`config.mk`:
```
export PLATFORM = sky130hd
export DESIGN_NAME = sync_fifo
export DESIGN_NICKNAME = d
export VERILOG_FILES = /design/src/rtl/fifo_pkg.sv /design/src/rtl/fifo_mem.sv /design/src/rtl/sync_fifo.sv
export SDC_FILE = /design/constraint.sdc
export NUM_CORES = 1
export LEC_CHECK = 0
export ABC_AREA = 1
export CAP_MARGIN = 20
export CORE_AREA = 2 2 200 202
export DETAILED_ROUTE_END_ITERATION = 7
export DIE_AREA = 0 0 202 204
export DONT_BUFFER_PORTS = 1
export GPL_TIMING_DRIVEN = 0
export HOLD_SLACK_MARGIN = 0.02
export MAX_ROUTING_LAYER = met4
export PLACE_DENSITY = 0.8
export SLEW_MARGIN = 40
export SYNTH_ARGS = -nofsm -noshare
export SYNTH_HDL_FRONTEND = slang
export SYNTH_SLANG_ARGS = --single-unit
```
`constraint.sdc`:
```
create_clock -name clk -period 4.25 [get_ports clk]
set_input_delay 0.85 -clock clk [delete_from_list [all_inputs] [get_ports clk]]
set_output_delay 0.85 -clock clk [all_outputs]
set_load 0.05 [all_outputs]
```
`src/rtl/fifo_pkg.sv`:
```
// Shared FIFO helpers: address-width derivation and parameter legality checks
// common to the single- and dual-clock FIFOs.
package fifo_pkg;

    function automatic int unsigned addrWidth(input int unsigned depth);
        return (depth < 2) ? 1 : $clog2(depth);
    endfunction

    function automatic bit isPow2(input int unsigned value);
        return (value != 0) && ((value & (value - 1)) == 0);
    endfunction

    function automatic bit paramsLegal(input int unsigned depth,
                                       input int unsigned afThresh,
                                       input int unsigned aeThresh);
        return (depth >= 2) && isPow2(depth)
            && (afThresh >= 1) && (afThresh <= depth)
            && (aeThresh <= depth - 1);
    endfunction

endpackage

```
`src/rtl/fifo_mem.sv`:
```
// DEPTH x DATA_WIDTH register array: synchronous write, asynchronous read.
// The array is deliberately not reset.
module fifo_mem
    import fifo_pkg::*;
#(
    parameter int unsigned DATA_WIDTH = 32,
    parameter int unsigned DEPTH      = 16,
    parameter int unsigned ADDR_WIDTH = addrWidth(DEPTH)
) (
    input  logic                  wClk,
    input  logic                  wEn,
    input  logic [ADDR_WIDTH-1:0] wAddr,
    input  logic [DATA_WIDTH-1:0] wData,
    input  logic [ADDR_WIDTH-1:0] rAddr,
    output logic [DATA_WIDTH-1:0] rData
);

    logic [DATA_WIDTH-1:0] mem [DEPTH];

    always_ff @(posedge wClk) begin
        if (wEn) begin
            mem[wAddr] <= wData;
        end
    end

    assign rData = mem[rAddr];

endmodule

```
`src/rtl/sync_fifo.sv`:
```
// Single-clock show-ahead FIFO with registered level and threshold flags.
// Define SYNC_FIFO_ERR_EN to build the sticky overflow/underflow flags and clrErr.
module sync_fifo
    import fifo_pkg::*;
#(
    parameter int unsigned DATA_WIDTH = 32,
    parameter int unsigned DEPTH      = 16,
    parameter int unsigned AF_THRESH  = DEPTH - 2,
    parameter int unsigned AE_THRESH  = 1
) (
    input  logic                        clk,
    input  logic                        rst,
    input  logic                        flush,
    input  logic                        wEn,
    input  logic [DATA_WIDTH-1:0]       wData,
    output logic                        full,
    output logic                        almostFull,
    input  logic                        rEn,
    output logic [DATA_WIDTH-1:0]       rData,
    output logic                        empty,
    output logic                        almostEmpty,
    output logic [addrWidth(DEPTH):0]   level,
    input  logic                        clrErr,
    output logic                        overflow,
    output logic                        underflow
);

    localparam int unsigned ADDR_WIDTH = addrWidth(DEPTH);
    localparam int unsigned LW         = ADDR_WIDTH + 1;

    if (!paramsLegal(DEPTH, AF_THRESH, AE_THRESH)) begin : gBadParams
        $error("sync_fifo: illegal DEPTH or threshold parameters");
    end

    logic [LW-1:0] wPtr, rPtr, wPtrNext, rPtrNext, levelNext;
    logic          wAccept, rAccept, memWrite;
    logic          fullNext, emptyNext, afNext, aeNext;

    // Accept decisions, next pointers/level and next flags; flush overrides requests.
    always_comb begin
        wAccept   = wEn && (!full || rEn);
        rAccept   = rEn && !empty;
        memWrite  = wAccept && !flush;
        wPtrNext  = wPtr;
        rPtrNext  = rPtr;
        levelNext = level;
        if (flush) begin
            wPtrNext  = '0;
            rPtrNext  = '0;
            levelNext = '0;
        end else begin
            if (wAccept) wPtrNext = wPtr + LW'(1);
            if (rAccept) rPtrNext = rPtr + LW'(1);
            levelNext = level + LW'(wAccept) - LW'(rAccept);
        end
        fullNext  = (levelNext == LW'(DEPTH));
        emptyNext = (levelNext == '0);
        afNext    = (levelNext >= LW'(AF_THRESH));
        aeNext    = (levelNext <= LW'(AE_THRESH));
    end

    always_ff @(posedge clk or posedge rst) begin
        if (rst) begin
            wPtr        <= '0;
            rPtr        <= '0;
            level       <= '0;
            full        <= 1'b0;
            almostFull  <= 1'b0;
            empty       <= 1'b1;
            almostEmpty <= 1'b1;
        end else begin
            wPtr        <= wPtrNext;
            rPtr        <= rPtrNext;
            level       <= levelNext;
            full        <= fullNext;
            almostFull  <= afNext;
            empty       <= emptyNext;
            almostEmpty <= aeNext;
        end
    end

`ifdef SYNC_FIFO_ERR_EN
    logic wReject, rReject, overflowNext, underflowNext;

    // A new error on the same edge as clrErr keeps the flag set.
    always_comb begin
        wReject       = wEn && !wAccept && !flush;
        rReject       = rEn && !rAccept && !flush;
        overflowNext  = clrErr ? 1'b0 : overflow;
        underflowNext = clrErr ? 1'b0 : underflow;
        if (wReject) overflowNext  = 1'b1;
        if (rReject) underflowNext = 1'b1;
    end

    always_ff @(posedge clk or posedge rst) begin
        if (rst) begin
            overflow  <= 1'b0;
            underflow <= 1'b0;
        end else begin
            overflow  <= overflowNext;
            underflow <= underflowNext;
        end
    end
`else
    logic unusedClrErr;
    assign unusedClrErr = clrErr;
    assign overflow     = 1'b0;
    assign underflow    = 1'b0;
`endif

    fifo_mem #(
        .DATA_WIDTH (DATA_WIDTH),
        .DEPTH      (DEPTH),
        .ADDR_WIDTH (ADDR_WIDTH)
    ) uMem (
        .wClk  (clk),
        .wEn   (memWrite),
        .wAddr (wPtr[ADDR_WIDTH-1:0]),
        .wData (wData),
        .rAddr (rPtr[ADDR_WIDTH-1:0]),
        .rData (rData)
    );

endmodule

```
==> metrics list <==
- Result of the run: completed
* CP Data Required Time: between 3000 and 4000 ps
* Final core occ: a little over three fifths
- For this configuration, the core starts out at a cell density of a little over half.
- CTS Root Buffer Type: sky130_fd_sc_hd__clkbuf_16
* Leakage dissipation: roughly 9.1 nW
* Overflow after GRT: 0
* Area share of xor/xnor cells in the synthesized design: 0%
- TritonCTS clock tree: done
* Height of the die: between 200 and 250 um
* Max Clk Rate: around 0.25 GHz
- Final critical-path required period: between 4000 and 5000 ps
- Crit-path slowest cell: sky130_fd_sc_hd__clkbuf_1
* Global-route usage over all layers: roughly 30%
- Placed cells: about 2,400
* Multiplexer share of the synthesized area: 0%
- Cell taking the most area after synthesis: sky130_fd_sc_hd__edfxtp_1
- Post-CTS clock slew at the launch and capture registers of the worst setup and hold paths: around 60 ps
- The final number of hold-violating endpoints is 0.
- FF-to-FF path depth: 9
* Share of the synthesized area in the top cell type: 72.2%
- #FFs+latches synth: 529
- Row generation in the floorplan step produced 73 rows.
* Via count of the first global-routing pass: about 15,000
* Post-Synthesis Mean Instance Area: 12.1 sq um
- Sorting the synthesized cells by area gives the leading types as sky130_fd_sc_hd__edfxtp_1 72%, sky130_fd_sc_hd__nand2_1 7.1%, sky130_fd_sc_hd__nand3_1 3.4%.
- In this run the standard cell core region covers a little under 0.04 sq mm.
- Residual DRC: 0
- The Yosys step of the flow raised 0 warnings.
- Number of library cell types mapped by synthesis: 24
* Synthesized-area fraction occupied by and/or/nand/nor cells: between 10% and 20%
- Summed over all nets, wire length on met3 after detailed routing comes to 7670 um.
- The cell count after synthesis came out at 1,764.
- Port bufs: 0
* Clock sinks: approximately 530
- Placer's final routability congestion estimate: between 0.8 and 0.9
* Cell area after technology mapping: ~0.021 sq mm
* Worst Hold Class: in -> async
- Cells along the critical path: clkbuf_1, inv_1, clkbuf_1, nand2_1, nor2_1, nand2_1, nand2_1
- Fillcell total: approximately 2,700
- First-pass GRT wire length: approximately 90,000 um
- Dividing the detail-routed wire length by the instance count gives 24.8 um.
- Main combinational cell family by area after synthesis: simple AND/OR/NAND/NOR gates
- Wires add up to 61,100 um.
* Power density of the placed cells: about 530 mW/mm^2
- Share of layout cells above drive strength 1: between 10% and 20%
- Gates resized during post-CTS repair numbered 0.
* Post-Layout Cell Count: 2,468
- The worst setup path is launched from a register.
* Final Cycle Share: between 90% and 100%
* Hold_buf cts: 0
* Remaining antenna violation count after routing: 0
- Initial detailed-routing violation count: about 2,200
- For this run, the post-layout net count is 1,951.
* Die Footprint: between 0.04 and 0.05 sq mm
- Total via count after detailed routing: between 15,000 and 20,000
- Share of the yosys chip area belonging to registers: around three quarters
* Maximum number of pins on one net before global-route repair: 18
* Clk Latency, worst-skew pair: ~600 ps
- Final setup skew: 18.2 ps
* Most frequent standard cell in the layout excluding fill and tap cells: sky130_fd_sc_hd__edfxtp_1
- In this run the count of I/O pins placed on the die edge is around 80.
- The worst-case IR drop observed on VDD is 0.402 mV.
* Most repeated library cell on the critical path: sky130_fd_sc_hd__nand2_1
* Commonest cells after routing, fill and taps aside: 512 x sky130_fd_sc_hd__edfxtp_1, 401 x sky130_fd_sc_hd__nand2_1, 175 x sky130_fd_sc_hd__nor2_1
- Delay contributed by the slowest stage of the critical path: 690 ps
- The first detailed-routing pass ran for 6 iterations.
- From synthesis to final layout, the design area changed by 15.3%.
* Chip width: between 200 and 250 um
- Critical path class: reg -> out
* Max-cap violation count: 0
- Worst-path fanout max: 10
* Uppermost layer routed: met4
- In this run the post-CTS setup repair buffer count came out at 0.
- Post-synthesis compound-gate area fraction: around 7.0%
* Startpoint of the worst register-to-register path: full
- Overall power: 13.0 mW
- Data arrives at the worst endpoint at 3190 ps.
- Minimum setup slack among reg-to-reg paths: between 1000 and 1500 ps
- The number of pins exceeding their max-slew limit in the final report is 0.
- Kind of end point of the critical path: output pin
* Number of failing setup endpoints in the final timing report: 0
- Worst max-slew margin expressed relative to the limit: between 40% and 50%
- Clock tree synthesis inserted a total of 52 buffers.
- Routed wl met2: 29,000 um
- The clock tree synthesis step divided the H-tree into 2 levels.
* Buffers from clock root to sink, at most: 3
- The initial antenna violation count was 1.
- For the pin with the worst max-slew slack, the measured transition is between 800 and 900 ps.
- In the final routing, the length of wire on met1 measures approximately 21,000 um.
- In the routed layout, each cell is associated on average with a via count of slightly above 6.
* Total half-perimeter wirelength after legalization and detailed placement: between 40,000 and 50,000 um
- RSZ-0062 raised after global routing: false
- Endpoint of the most critical register-to-register path: uMem.mem[2][30]
- Of the total synthesized cell area, the portion taken by full adders, half adders and majority gates is less than 1%.
## worst max-delay path, delay by kind of cell, from the launching register on
family | cells | cell delay (ps)
flops | 1 | 370
simple gates | 4 | 870
buf+inv | 3 | 1320
## per-stage QoR
step           instance area (sq um)  hold WS [ps]  setup TNS (ps)  setup slack (ps)
5_1_grt                        24600           313               0               263
2_1_floorplan                  21300           477               0               162
6_report                       24600           253               0               209
3_3_place_gp                   21900           504         -983140             -2710
4_1_cts                        24500           256               0               402
3_5_place_dp                   22800           521               0               910
## cells in the mapped netlist, drive strengths merged
cell type,count
nor3,16
a211oi,1
inv,95
nor2,180
o211ai,26
a21oi,131
dfstp,2
nand4,1
a31oi,1
conb,1
nand2,402
o21ai,124
buf,67
nand3,146
fa,1
ha,10
dfrtp,15
clkbuf,33
edfxtp,512
## layer usage
metal | up-vias | global-route usage [%]
met5 | - | -
met1 | 7197 | 36.9
met2 | 1180 | 49.0
li1 | 6461 | -
met3 | 280 | 7.17
met4 | 0 | 16.9
## state kept, by name, summed over array words and instances (netlist names)
register     count
uMem.mem       512
level            5
rPtr             4
wPtr             4
almostEmpty      1
almostFull       1
empty            1
full             1
## kinds of logic after synthesis
kind of cell             count (synthesis)
buffers and inverters                  195
other                                    1
AO/OA/AOI/OAI                          283
adder cells (fa/ha/maj)                 11
AND/OR/NAND/NOR                        745
flip-flops                             529
## area by class of cell
| type | count | area [sq um] | share of cell area, % |
|---|---|---|---|
| well taps | 525 | 657 | 2.68 |
| inverters | 95 | 357 | 1.45 |
| multi-input cells | 1041 | 4740 | 19.3 |
| plain buffers | 100 | 484 | 1.97 |
| diodes | 1 | 2.50 | 0.0102 |
| repair buffers | 83 | 722 | 2.94 |
| clock inverters | 32 | 407 | 1.66 |
| flip-flops and latches | 529 | 15800 | 64.4 |
| clock buffers | 62 | 1380 | 5.63 |
## power by group
part,internal (mW),switching (mW),total [mW],leakage (nW)
combinational,0.482,1.67,2.15,3.41
clock,2.87,1.97,4.84,0.860
sequential,5.81,0.166,5.98,4.83
total,9.16,3.81,13.0,9.11
## worst max-delay path by stage
| stage | from | endpoint | slack [ps] | depth (start not counted) |
|---|---|---|---|---|
| 6_report | rPtr[3] | rData[28] | 210 | 7 |
| 5_1_grt | rPtr[3] | rData[10] | 260 | 7 |
| 4_1_cts | rPtr[3] | rData[30] | 400 | 7 |
| 3_5_place_dp | rEn | uMem.mem[13][23] | 910 | 11 |
| 3_3_place_gp | rEn | uMem.mem[1][17] | -2710 | 7 |
| 2_1_floorplan | rEn | uMem.mem[1][0] | 160 | 7 |
No activity file was read; power rests on OpenSTA's default activity.
